--- src/rtl/ram_wr_ctrl.sv ---
// ram_wr_ctrl -- write-port front end for a 2**ADDR_W x DATA_W dual-port RAM.
//
// Turns board controls into clean single-cycle RAM write transactions.
// It also provides a clear sweep that fills every RAM location with CLEAR_VAL.
// It lives in the RAM's clock domain.
//
// Build option:
//   DEBOUNCE_EN  When defined, each synchronized push-button passes through a
//                DB_CYCLES-cycle debouncer before edge detection. This adds
//                DB_CYCLES edges to the commit-to-wren latency.
//                When undefined, edges are detected straight off the
//                synchronizers: commit sampled low at edge k gives wren at
//                edge k+3.
//
// Ports:
//   clk        system clock, rising edge
//   reset      asynchronous, active-low reset
//   we_sw      write-enable switch (quasi-static, not synchronized)
//   addr_sw    requested write address (quasi-static)
//   data_sw    requested write data (quasi-static)
//   commit_n   raw commit push-button, active-low, asynchronous
//   clear_n    raw clear push-button, active-low, asynchronous
//   wraddress  RAM write address (registered)
//   data       RAM write data (registered)
//   wren       RAM write enable (registered)
//   busy       high while a single write or a clear sweep is in progress
//   wr_count   completed single writes, wraps modulo 256

module ram_wr_ctrl #(
   parameter int ADDR_W    = 5,
   parameter int DATA_W    = 4,
   parameter int DEPTH     = 32,
   parameter int CLEAR_VAL = 0,
   parameter int DB_CYCLES = 250000
) (
   input  logic              clk,
   input  logic              reset,
   input  logic              we_sw,
   input  logic [ADDR_W-1:0] addr_sw,
   input  logic [DATA_W-1:0] data_sw,
   input  logic              commit_n,
   input  logic              clear_n,
   output logic [ADDR_W-1:0] wraddress,
   output logic [DATA_W-1:0] data,
   output logic              wren,
   output logic              busy,
   output logic [7:0]        wr_count
);

   localparam logic [ADDR_W-1:0] LAST_ADDR = ADDR_W'(DEPTH - 1);
   localparam logic [DATA_W-1:0] CLR_DATA  = DATA_W'(CLEAR_VAL);

   // Elaboration-time parameter sanity checks.
   if (DEPTH != (1 << ADDR_W)) begin : g_bad_depth
      $error("ram_wr_ctrl: DEPTH must equal 2**ADDR_W");
   end
   if (DB_CYCLES < 1) begin : g_bad_db
      $error("ram_wr_ctrl: DB_CYCLES must be at least 1");
   end

`ifdef DEBOUNCE_EN
   localparam int CNT_W = $clog2(DB_CYCLES + 1);
`endif

   // ------------------------------------------------------------------
   // Button conditioning: bit 0 = commit, bit 1 = clear
   // ------------------------------------------------------------------
   logic [1:0] btn_n;
   logic [1:0] btn_evt;

   assign btn_n = {clear_n, commit_n};

   for (genvar gi = 0; gi < 2; gi++) begin : g_btn
      logic sync1_reg;
      logic sync2_reg;
      logic btn_level;
      logic level_prev_reg;
      logic evt_reg;

      // Chain presets to "released" so that reset release never looks
      // like a press.
      always_ff @(posedge clk or negedge reset) begin
         if (!reset) begin
            sync1_reg <= 1'b1;
            sync2_reg <= 1'b1;
         end else begin
            sync1_reg <= btn_n[gi];
            sync2_reg <= sync1_reg;
         end
      end

`ifdef DEBOUNCE_EN
      logic             db_reg;
      logic [CNT_W-1:0] db_cnt_reg;

      // The debounced level follows the synchronized level only after
      // DB_CYCLES consecutive cycles of disagreement. Any agreement
      // (bounce) restarts the count.
      always_ff @(posedge clk or negedge reset) begin
         if (!reset) begin
            db_reg     <= 1'b1;
            db_cnt_reg <= '0;
         end else if (sync2_reg == db_reg) begin
            db_cnt_reg <= '0;
         end else if (db_cnt_reg == CNT_W'(DB_CYCLES - 1)) begin
            db_reg     <= sync2_reg;
            db_cnt_reg <= '0;
         end else begin
            db_cnt_reg <= db_cnt_reg + CNT_W'(1);
         end
      end

      assign btn_level = db_reg;
`else
      assign btn_level = sync2_reg;
`endif

      // The falling-edge pulse is registered. This gives the FSM a clean
      // flop-driven event and sets the overall 3-edge press-to-wren latency.
      always_ff @(posedge clk or negedge reset) begin
         if (!reset) begin
            level_prev_reg <= 1'b1;
            evt_reg        <= 1'b0;
         end else begin
            level_prev_reg <= btn_level;
            evt_reg        <= level_prev_reg & ~btn_level;
         end
      end

      assign btn_evt[gi] = evt_reg;
   end

   logic commit_evt;
   logic clear_evt;

   assign commit_evt = btn_evt[0];
   assign clear_evt  = btn_evt[1];

   // ------------------------------------------------------------------
   // Write FSM
   // ------------------------------------------------------------------
   typedef enum logic [1:0] {
      IDLE  = 2'd0,
      WRITE = 2'd1,
      CLEAR = 2'd2
   } state_t;

   state_t            state_reg;
   state_t            state_next;
   logic [ADDR_W-1:0] wraddress_reg;
   logic [ADDR_W-1:0] wraddress_next;
   logic [DATA_W-1:0] data_reg;
   logic [DATA_W-1:0] data_next;
   logic              wren_reg;
   logic              wren_next;
   logic              busy_reg;
   logic              busy_next;
   logic [7:0]        wr_count_reg;
   logic [7:0]        wr_count_next;

   // State and registered outputs
   always_ff @(posedge clk or negedge reset) begin
      if (!reset) begin
         state_reg     <= IDLE;
         wraddress_reg <= '0;
         data_reg      <= '0;
         wren_reg      <= 1'b0;
         busy_reg      <= 1'b0;
         wr_count_reg  <= '0;
      end else begin
         state_reg     <= state_next;
         wraddress_reg <= wraddress_next;
         data_reg      <= data_next;
         wren_reg      <= wren_next;
         busy_reg      <= busy_next;
         wr_count_reg  <= wr_count_next;
      end
   end

   // Next state. Events that arrive outside IDLE are single-cycle pulses.
   // They are simply not looked at, so they are dropped rather than queued.
   always_comb begin
      state_next = state_reg;
      case (state_reg)
         IDLE: begin
            if (clear_evt) begin
               state_next = CLEAR;
            end else if (commit_evt && we_sw) begin
               state_next = WRITE;
            end
         end
         WRITE: state_next = IDLE;
         CLEAR: begin
            if (wraddress_reg == LAST_ADDR) begin
               state_next = IDLE;
            end
         end
         default: state_next = IDLE;
      endcase
   end

   // Next values of the registered outputs
   always_comb begin
      wraddress_next = wraddress_reg;
      data_next      = data_reg;
      wren_next      = 1'b0;
      busy_next      = 1'b0;
      wr_count_next  = wr_count_reg;
      case (state_reg)
         IDLE: begin
            if (clear_evt) begin
               wraddress_next = '0;
               data_next      = CLR_DATA;
               wren_next      = 1'b1;
               busy_next      = 1'b1;
            end else if (commit_evt && we_sw) begin
               wraddress_next = addr_sw;
               data_next      = data_sw;
               wren_next      = 1'b1;
               busy_next      = 1'b1;
            end
         end
         WRITE: begin
            wr_count_next = wr_count_reg + 8'd1;
         end
         CLEAR: begin
            // On the last location the address is left parked at LAST_ADDR.
            if (wraddress_reg != LAST_ADDR) begin
               wraddress_next = wraddress_reg + ADDR_W'(1);
               wren_next      = 1'b1;
               busy_next      = 1'b1;
            end
         end
         default: ;
      endcase
   end

   assign wraddress = wraddress_reg;
   assign data      = data_reg;
   assign wren      = wren_reg;
   assign busy      = busy_reg;
   assign wr_count  = wr_count_reg;

endmodule

--- config.mk ---
export PLATFORM = sky130hd
export DESIGN_NAME = ram_wr_ctrl
export DESIGN_NICKNAME = d
export VERILOG_FILES = /design/src/rtl/ram_wr_ctrl.sv
export SDC_FILE = /design/constraint.sdc
export NUM_CORES = 1
export LEC_CHECK = 0
export BUFFER_PORTS_ARGS = -buffer_cell sky130_fd_sc_hd__buf_4
export CAP_MARGIN = 20
export CORE_UTILIZATION = 54
export DETAILED_ROUTE_END_ITERATION = 8
export PLACE_DENSITY = 0.82
export SLEW_MARGIN = 0
export SYNTH_ARGS = -nofsm -noshare
export SYNTH_HDL_FRONTEND = slang
export SYNTH_SLANG_ARGS = --single-unit
--- constraint.sdc ---
create_clock -name clk -period 4.73 [get_ports clk]
set_clock_uncertainty 0.15 [all_clocks]
set_input_delay 0.946 -clock clk [delete_from_list [all_inputs] [get_ports clk]]
set_output_delay 0.946 -clock clk [all_outputs]
set_load 0.005 [all_outputs]
==> impl_metrics.yaml, run 1 <==
power_and_ir_drop:
  p_leak_nw: 0.7030
  clkPwrFrac: 0.156
  intPower_mw: 0.4215
  power.density_nw_per_um2: 404.7
  swShare: 0.3069
  ir_drop_mv: 0.2918
  power.share.sequential: 0.533
  switching_power_mw: 0.1866
  combPwrFrac: 0.311
cts:
  clkLatencyLatePin_ps: 320
  clockBufferDepth: 2
  post_cts_resized: 0
  cts.clk_slew.worst_paths_ps: 130
  cts_tree: "done"
  cts_hold_buf: 0
  clock-sinks: 28
  postCtsSetupBuffers: 0
  numCtsBuffers: 3
  htree_num_levels: 1
  ctsRootBufferMaster: "clkbuf_4"
floorplan:
  core-area_um2: 2042
  fp.dieW_um: 49.70
  ioPinCount: 33
  initial_core_util: 0.6017
  row_count: 16
  die-area_um2: 2470
  die_h_um: 49.70
timing:
  timing.final.crit_share: 0.4500
  max_freq_mhz: 469.8
  finalMaxSlewViolations: 0
  fin_hold_ws_ps: 216.2
  min_period_ps: 2128
  rsz0062_at_grt: "false"
  relSlewSlack: 0.6596
  finalHoldViolCount: 0
  finalSetupViolations: 0
  timing.setup.tns_ps: 0
  tightestPinTransition_ps: 510.6
placed_design:
  io_buffers: 32
  gp_congestion: 0.9652
  place_area_um2: 1476
  dp_hpwl_mm: 1.709
cells_and_area:
  mostFrequentLayoutCells: "32 x buf_4, 22 x dfrtp_1, 14 x o21ai_0"
  n_antenna_cell: 0
  layout-drive-gt1-share: 0.3382
  largest_reg_flops: 8
  design_area_um2: 1503
  finalNetCount: 154
  final_common_cell: "buf_4"
  syn_to_final_growth_pct: 22.30
setup_path:
  critPathCaptureType: "register"
  start_kind: "register"
  critical_path.max_fanout: 8
  cp_data_arrival_time_ps: 2220
  cp_data_required_time_ps: 4820
  path_class: "register to register"
global_route:
  use_met2: 0.3333
  grt.met1_usage: 0.2752
  grt.met3_usage: 0.06173
  overflow: 0
  grt_max_degree: 29
  grt_pass1_wl_mm: 3.926
  top_usage_layer: "met2"
  grt_use_total: 0.2130
  grt_pass1_vias: 903
  antenna_found_initial: 0
yosys:
  ys_seq_area_frac: 0.5764
  synth_cell_type_count: 38
  syn_area_per_cell_um2: 11.70
  synth_seq_cells: 28
  yosysWarnings: 0
  synth_area_um2: 1229
  syn_nets: 122
  syn_inst: 105
drt:
  postRouteAntennaNets: 0
  via_per_inst: 5.853
  dr.pass1.iters: 4
  num_vias: 954
  routedWlPerCell_um: 14.30
  routed_wl_mm: 2.331
  drt_iter0_drc: 13
  drc: 0
min_path:
  hp-class: "register to register"
status:
  status: "finished clean"
flow_run:
  cap_violations: 0
-- cells in the mapped netlist --
master	instances	area, µm²
dfrtp_1	22	550.5
nand2b_1	1	6.260
a211oi_1	1	7.510
and4_1	1	8.760
and3b_1	2	17.52
clkbuf_1	1	3.750
or2_2	1	6.260
o31ai_1	1	7.510
and4bb_2	1	12.51
mux2_2	1	11.26
and3_1	2	12.51
or3b_2	1	8.760
nand2_1	3	11.26
or4_1	1	7.510
xor2_1	1	8.760
dfstp_2	6	157.7
nor4bb_1	1	10.01
o2bb2ai_1	1	8.760
a211oi_2	1	12.51
nor2_1	2	7.510
ha_1	3	37.54
nor4_1	1	6.260
buf_2	2	10.01
a21o_1	1	7.510
inv_1	4	15.01
clkbuf_2	1	5.000
o32ai_1	1	8.760
nand3_1	4	20.02
buf_4	1	7.510
nand4_1	2	12.51
and4b_1	1	10.01
nor2b_1	4	25.02
o211ai_1	1	7.510
nor3b_1	1	7.510
a22oi_1	4	30.03
o21ai_0	14	70.07
a31oi_1	3	18.77
xnor2_1	6	52.55
-- power by group through the flow --
stage	logic, mW	registers (mW)	clock network, mW
floorplan	0.111	0.316	0
global placement	0.185	0.325	0
detailed placement	0.190	0.328	0
CTS	0.191	0.323	0.0980
global route	0.211	0.331	0.110
finish	0.189	0.324	0.0948
-- cell families (layout without fill, tap and decap cells) --
kind of cell    Yosys count  after routing  synth area share
buf+inv                   9             40           0.03360
flops                    28             28            0.5764
xor+xnor                  7              7           0.04990
mux                       1              1          0.009164
fa+ha+maj                 3              3           0.03055
compound gates           28             28            0.1456
simple gates             29             29            0.1548
-- path summary, 6_finish.rpt --
path                                               from                                 to  slack (ps)  cells past startpoint
min                        g_btn[0].sync1_reg$_DFF_PN1_       g_btn[0].btn_level$_DFF_PN1_         220                      0
min in group asynchronous                         reset           wraddress[3]$_DFFE_PN0P_         360                      1
max                            wraddress[0]$_DFFE_PN0P_           wraddress[0]$_DFFE_PN0P_        2600                      6
max reg2reg                    wraddress[0]$_DFFE_PN0P_           wraddress[0]$_DFFE_PN0P_        2600                      6
max in group asynchronous                         reset  g_btn[0].level_prev_reg$_DFF_PN1_        3760                      1
min reg2reg                g_btn[0].sync1_reg$_DFF_PN1_       g_btn[0].btn_level$_DFF_PN1_         220                      0
-- stage by stage --
step | std cells | power (mW) | worst slack (ps) | util
after floorplan | 105 | 0.4265 | 2730 | -
after global placement | 159 | 0.5099 | 2691 | 0.7230
after detailed placement | 159 | 0.5172 | 2638 | 0.7230
after CTS | 163 | 0.6115 | 2615 | 0.7359
after global routing | 163 | 0.6520 | 2526 | 0.7359
final | 163 | 0.6081 | 2602 | 0.7359
-- layer usage --
| layer | vias to the layer above | wire length (µm) |
|---|---|---|
| li1 | 446 | - |
| met1 | 469 | 1036 |
| met2 | 35 | 1110 |
| met3 | 4 | 151 |
| met4 | 0 | 32 |
| met5 | - | 0 |
-- critical path, cell delays in order (launching register included) --
cell and delay (ps):
dfrtp_1 450, ha_1 240, and3_1 190, ha_1 170, a21o_1 240, or4_1 520, o211ai_1 100
-- layout make-up --
cell class              instances  area [µm²]
repair buffers                 32       240.2
inverters                       4       15.01
clock buffers                   4       26.28
flip-flops and latches         28       708.2
multi-input cells              68       479.2
fillers                       158       539.3
well taps                      27       33.78
(Power assumes the default switching activity.)
==> run 2, diff against run 1 <==
Settings changed: CORE_UTILIZATION 54 to 50, PLACE_DENSITY 0.82 to 0.76.
Clock period 4.73 ns to 2.17 ns, I/O delays scaled along.
==> impl_metrics.yaml, run 2 (synthesis results as in run 1) <==
cells_and_area:
  largest_reg_flops: 8
  layout-drive-gt1-share: 0.3714
  finalNonFillerCells: 168
  mostFrequentLayoutCells: "35 x buf_4, 22 x dfrtp_1, 14 x o21ai_0"
  final_common_cell: "buf_4"
  n_antenna_cell: 0
  final_util: 0.6959
  syn_to_final_growth_pct: 27.70
  finalNetCount: 158
power_and_ir_drop:
  fin_total_pwr_mw: 1.497
  p_leak_nw: 0.7345
  power.density_nw_per_um2: 954.4
  ir_drop_mv: 0.6395
cts:
  cts_tree: "done"
  clockBufferDepth: 2
  clkLatencyLatePin_ps: 330
  cts.clk_slew.worst_paths_ps: 160
  numCtsBuffers: 3
  htree_num_levels: 1
  clock-sinks: 28
  ctsRootBufferMaster: "clkbuf_4"
setup_path:
  cp_data_required_time_ps: 2270
  path_class: "register to register"
  r2r-start: "wraddress[1]$_DFFE_PN0P_"
  critical_path.max_fanout: 6
  rrSetupSlack_ps: 100
  cp_data_arrival_time_ps: 2180
  critPathCaptureType: "register"
  reg2reg_to: "wraddress[0]$_DFFE_PN0P_"
  start_kind: "register"
  r2r_cells: 6
drt:
  drt_iter0_drc: 14
  routed_wl_mm: 2.443
  dr.pass1.iters: 4
  met2_length_mm: 1.234
  postRouteAntennaNets: 0
  routed.top_layer: "met4"
  drc: 0
  routedWlPerCell_um: 14.54
  wl_met1_mm: 1.090
  num_vias: 949
  dr_wl_met3_um: 110
  via_per_inst: 5.649
floorplan:
  ioPinCount: 33
  core-area_um2: 2255
  initial_core_util: 0.5449
  die_h_um: 51.57
  die-area_um2: 2659
  row_count: 17
  fp.dieW_um: 51.57
timing:
  max_freq_mhz: 482.5
  timing.setup.tns_ps: 0
  finalSetupViolations: 0
  min_period_ps: 2073
  relSlewSlack: 0.6681
  rsz0062_at_grt: "false"
  timing.final.crit_share: 0.9551
  finalHoldViolCount: 0
  tightestPinTransition_ps: 497.9
  finalMaxSlewViolations: 0
  fin_hold_ws_ps: 38.35
min_path:
  min_from: "clear_n"
  hold_end: "g_btn[1].sync1_reg$_DFF_PN1_"
  holdPathStages: 1
  hp-class: "primary input to register"
global_route:
  grt_pass1_wl_mm: 4.119
  grt_max_degree: 29
  overflow: 0
  grt_pass1_vias: 933
  grt_use_total: 0.2097
  antenna_found_initial: 0
status:
  status: "finished clean"
placed_design:
  io_buffers: 32
  dp_cells: 160
  gp_congestion: 0.7591
  dp_hpwl_mm: 1.644
flow_run:
  cap_violations: 0
-- run 2: changes by cell type in the layout (fill, tap and decap cells not counted), sizes merged --
cell	before	now
buf	32	35
bufinv	0	1
clkbuf	4	3
dlygate4sd3	0	1
-- run 2: critical path, stage by stage, from the launching register on --
cell      delay [ps]
dfrtp_1          440
ha_2             200
and3_1           180
ha_1             170
a21o_1           240
or4_4            520
o211ai_1         100
-- run 2: routing by layer --
layer  global-route usage  vias up
li1                     -      449
met1               0.2769      463
met2               0.3528       35
met3              0.02632        2
met4              0.07658        0
met5                    0        -
-- run 2: layout make-up --
cell class,instances,area [µm²]
clock buffer,3,22.52
clock inverter,1,30.03
fill,171,685.7
inverter,4,15.01
multi-input combinational,68,485.5
sequential,28,708.2
tap,28,35.03
timing repair buffer,36,272.8
-- run 2: where the power goes --
part           internal, mW  leakage, nW  switching, mW
clock network         0.187       0.0279          0.156
registers             0.608        0.329         0.0943
logic                 0.271        0.377          0.181
total                  1.07        0.734          0.432
-- run 2: worst max-delay path by stage --
| stage | startpoint | endpoint | slack [ps] | cells after the start |
|---|---|---|---|---|
| after detailed placement | wraddress[0]$_DFFE_PN0P_ | wraddress[0]$_DFFE_PN0P_ | 70 | 6 |
| after global routing | wraddress[0]$_DFFE_PN0P_ | wraddress[0]$_DFFE_PN0P_ | 0.3 | 6 |
| after CTS | wraddress[0]$_DFFE_PN0P_ | wraddress[0]$_DFFE_PN0P_ | 20 | 6 |
| after floorplan | wraddress[0]$_DFFE_PN0P_ | wraddress[0]$_DFFE_PN0P_ | 170 | 6 |
| after global placement | wraddress[0]$_DFFE_PN0P_ | wraddress[0]$_DFFE_PN0P_ | 140 | 6 |
| final | wraddress[1]$_DFFE_PN0P_ | wraddress[0]$_DFFE_PN0P_ | 100 | 6 |
-- run 2: stage by stage --
| stage | setup WS, ps | area (µm²) |
|---|---|---|
| after floorplan | 169.6 | 1229 |
| after global placement | 136.9 | 1478 |
| after detailed placement | 73.48 | 1478 |
| after CTS | 18.43 | 1540 |
| after global routing | 0.2598 | 1569 |
| final | 97.41 | 1569 |
-- run 2: repair_timing --
action,CTS,global route
hold buffers,1,0
endpoints found under the hold margin,22,0
setup buffers,0,3
endpoints found under the setup margin,0,3
gates resized for setup,0,2
==> run 3, diff against run 2 <==
Settings changed: CELL_PAD_IN_SITES_DETAIL_PLACEMENT set to 0, CELL_PAD_IN_SITES_GLOBAL_PLACEMENT set to 1, CORE_UTILIZATION 50 to 39, PLACE_DENSITY 0.76 to not set, PLACE_DENSITY_LB_ADDON set to 0.1.
==> impl_metrics.yaml, run 3 (synthesis results as in run 1) <==
status:
  status: "finished clean"
timing:
  finalHoldViolCount: 0
  max_freq_mhz: 485.9
  tightestPinTransition_ps: 500.0
  timing.setup.tns_ps: 0
  finalSetupViolations: 0
  finalMaxSlewViolations: 0
  relSlewSlack: 0.6666
  timing.final.crit_share: 0.9485
  rsz0062_at_grt: "false"
  min_period_ps: 2058
setup_path:
  r2r-start: "wraddress[0]$_DFFE_PN0P_"
  cp_data_arrival_time_ps: 2160
  crit_slowest_cell: "or4_1"
  cp_data_required_time_ps: 2270
  crit_start: "wraddress[0]$_DFFE_PN0P_"
  rrSetupSlack_ps: 110
  path_class: "register to register"
  reg2reg_to: "wraddress[0]$_DFFE_PN0P_"
  start_kind: "register"
  crit_chain: "ha_2, and3_1, ha_1, a21o_1, or4_1, o211ai_1"
  critical_path.max_fanout: 6
  cpPeakStageDelay_ps: 510
  r2r_cells: 6
  crit_end: "wraddress[0]$_DFFE_PN0P_"
  critPathCaptureType: "register"
drt:
  dr_wl_met3_um: 75
  routedWlPerCell_um: 12.93
  drc: 0
  drt_iter0_drc: 31
  postRouteAntennaNets: 0
  via_per_inst: 5.098
  routed.top_layer: "met4"
  num_vias: 938
  wl_met1_mm: 1.134
  met2_length_mm: 1.151
  routed_wl_mm: 2.379
  dr.pass1.iters: 4
floorplan:
  die-area_um2: 3379
  fp.dieW_um: 58.13
  ioPinCount: 33
  row_count: 20
  initial_core_util: 0.4058
  core-area_um2: 3028
  die_h_um: 58.13
cells_and_area:
  layout-drive-gt1-share: 0.3643
  syn_to_final_growth_pct: 29.02
  n_antenna_cell: 0
  mostFrequentLayoutCells: "35 x buf_4, 22 x dfrtp_1, 14 x o21ai_0"
  finalNetCount: 158
  largest_reg_flops: 8
  final_common_cell: "buf_4"
  fill_cells: 292
  design_area_um2: 1585
global_route:
  grt_max_degree: 29
  grt_use_total: 0.1647
  grt_pass1_wl_mm: 4.271
  grt_pass1_vias: 978
  antenna_found_initial: 0
  overflow: 0
cts:
  clkLatencyLatePin_ps: 320
  clock-sinks: 28
  cts_tree: "done"
  numCtsBuffers: 3
  clockBufferDepth: 2
  htree_num_levels: 1
  ctsRootBufferMaster: "clkbuf_4"
  cts.clk_slew.worst_paths_ps: 150
placed_design:
  place_area_um2: 1498
  gp_congestion: 0.7522
  dp_hpwl_mm: 1.629
  io_buffers: 32
power_and_ir_drop:
  power.density_nw_per_um2: 922.9
  ir_drop_mv: 0.4316
  p_leak_nw: 0.7342
flow_run:
  cap_violations: 0
min_path:
  hp-class: "primary input to register"
## run 3: changes by cell type in the layout (fill, tap and decap cells not counted)
| cell | before | now |
|---|---|---|
| or4_4 | 1 | 0 |
| or4_1 | 0 | 1 |
## run 3: metrics by stage
step	hold slack (ps)	worst slack (ps)	std cells	utilization	power [mW]
6_report	45.23	111.9	184	0.5236	1.463
5_1_grt	10.86	6.419	184	0.5236	1.563
4_1_cts	24.70	36.24	181	0.5153	1.463
3_5_place_dp	198.2	69.34	176	0.4946	1.117
3_3_place_gp	196.7	123.4	176	0.4946	1.120
2_1_floorplan	-11.59	169.6	105	-	0.9296
## run 3: worst max-delay path, delay by kind of cell (launching register included)
kind | cells | cell delay [ps]
simple gates | 2 | 690
compound gates | 2 | 330
flops | 1 | 440
fa+ha+maj | 2 | 390
## run 3: area by class of cell
type,count,area [µm²],share of cell area
clock buffers,3,22.52,0.01421
clock inverters,1,30.03,0.01894
inverters,4,15.01,0.009471
multi-input cells,68,481.7,0.3039
flip-flops and latches,28,708.2,0.4467
well taps,44,55.05,0.03473
repair buffers,36,272.8,0.1721
## run 3: worst min path at each step
stage          slack, ps                    startpoint  cells after the start                            to
6_report              50                       clear_n                      1  g_btn[1].sync1_reg$_DFF_PN1_
5_1_grt               10                       clear_n                      1  g_btn[1].sync1_reg$_DFF_PN1_
4_1_cts               20                       clear_n                      1  g_btn[1].sync1_reg$_DFF_PN1_
3_5_place_dp         200  g_btn[0].sync1_reg$_DFF_PN1_                      0  g_btn[0].btn_level$_DFF_PN1_
3_3_place_gp         200  g_btn[0].sync1_reg$_DFF_PN1_                      0  g_btn[0].btn_level$_DFF_PN1_
2_1_floorplan        -10                         reset                      0                busy$_DFF_PN0_
## run 3: what timing repair did
item / in CTS / in global routing
gates resized for setup: 0 / 1
hold buffers: 1 / 0
hold endpoints to repair: 22 / 0
setup endpoints to repair: 0 / 1
setup buffers: 0 / 3
## run 3: metal layers
layer / up-vias / global-route usage
met3: 2 / 0.02679
met4: 0 / 0.07143
met1: 463 / 0.2082
met5: - / 0
li1: 450 / -
met2: 23 / 0.2791
## run 3: power breakdown
group	switching (mW)	total (mW)	internal, mW
combinational	0.167	0.421	0.254
sequential	0.0960	0.704	0.608
clock	0.151	0.338	0.187
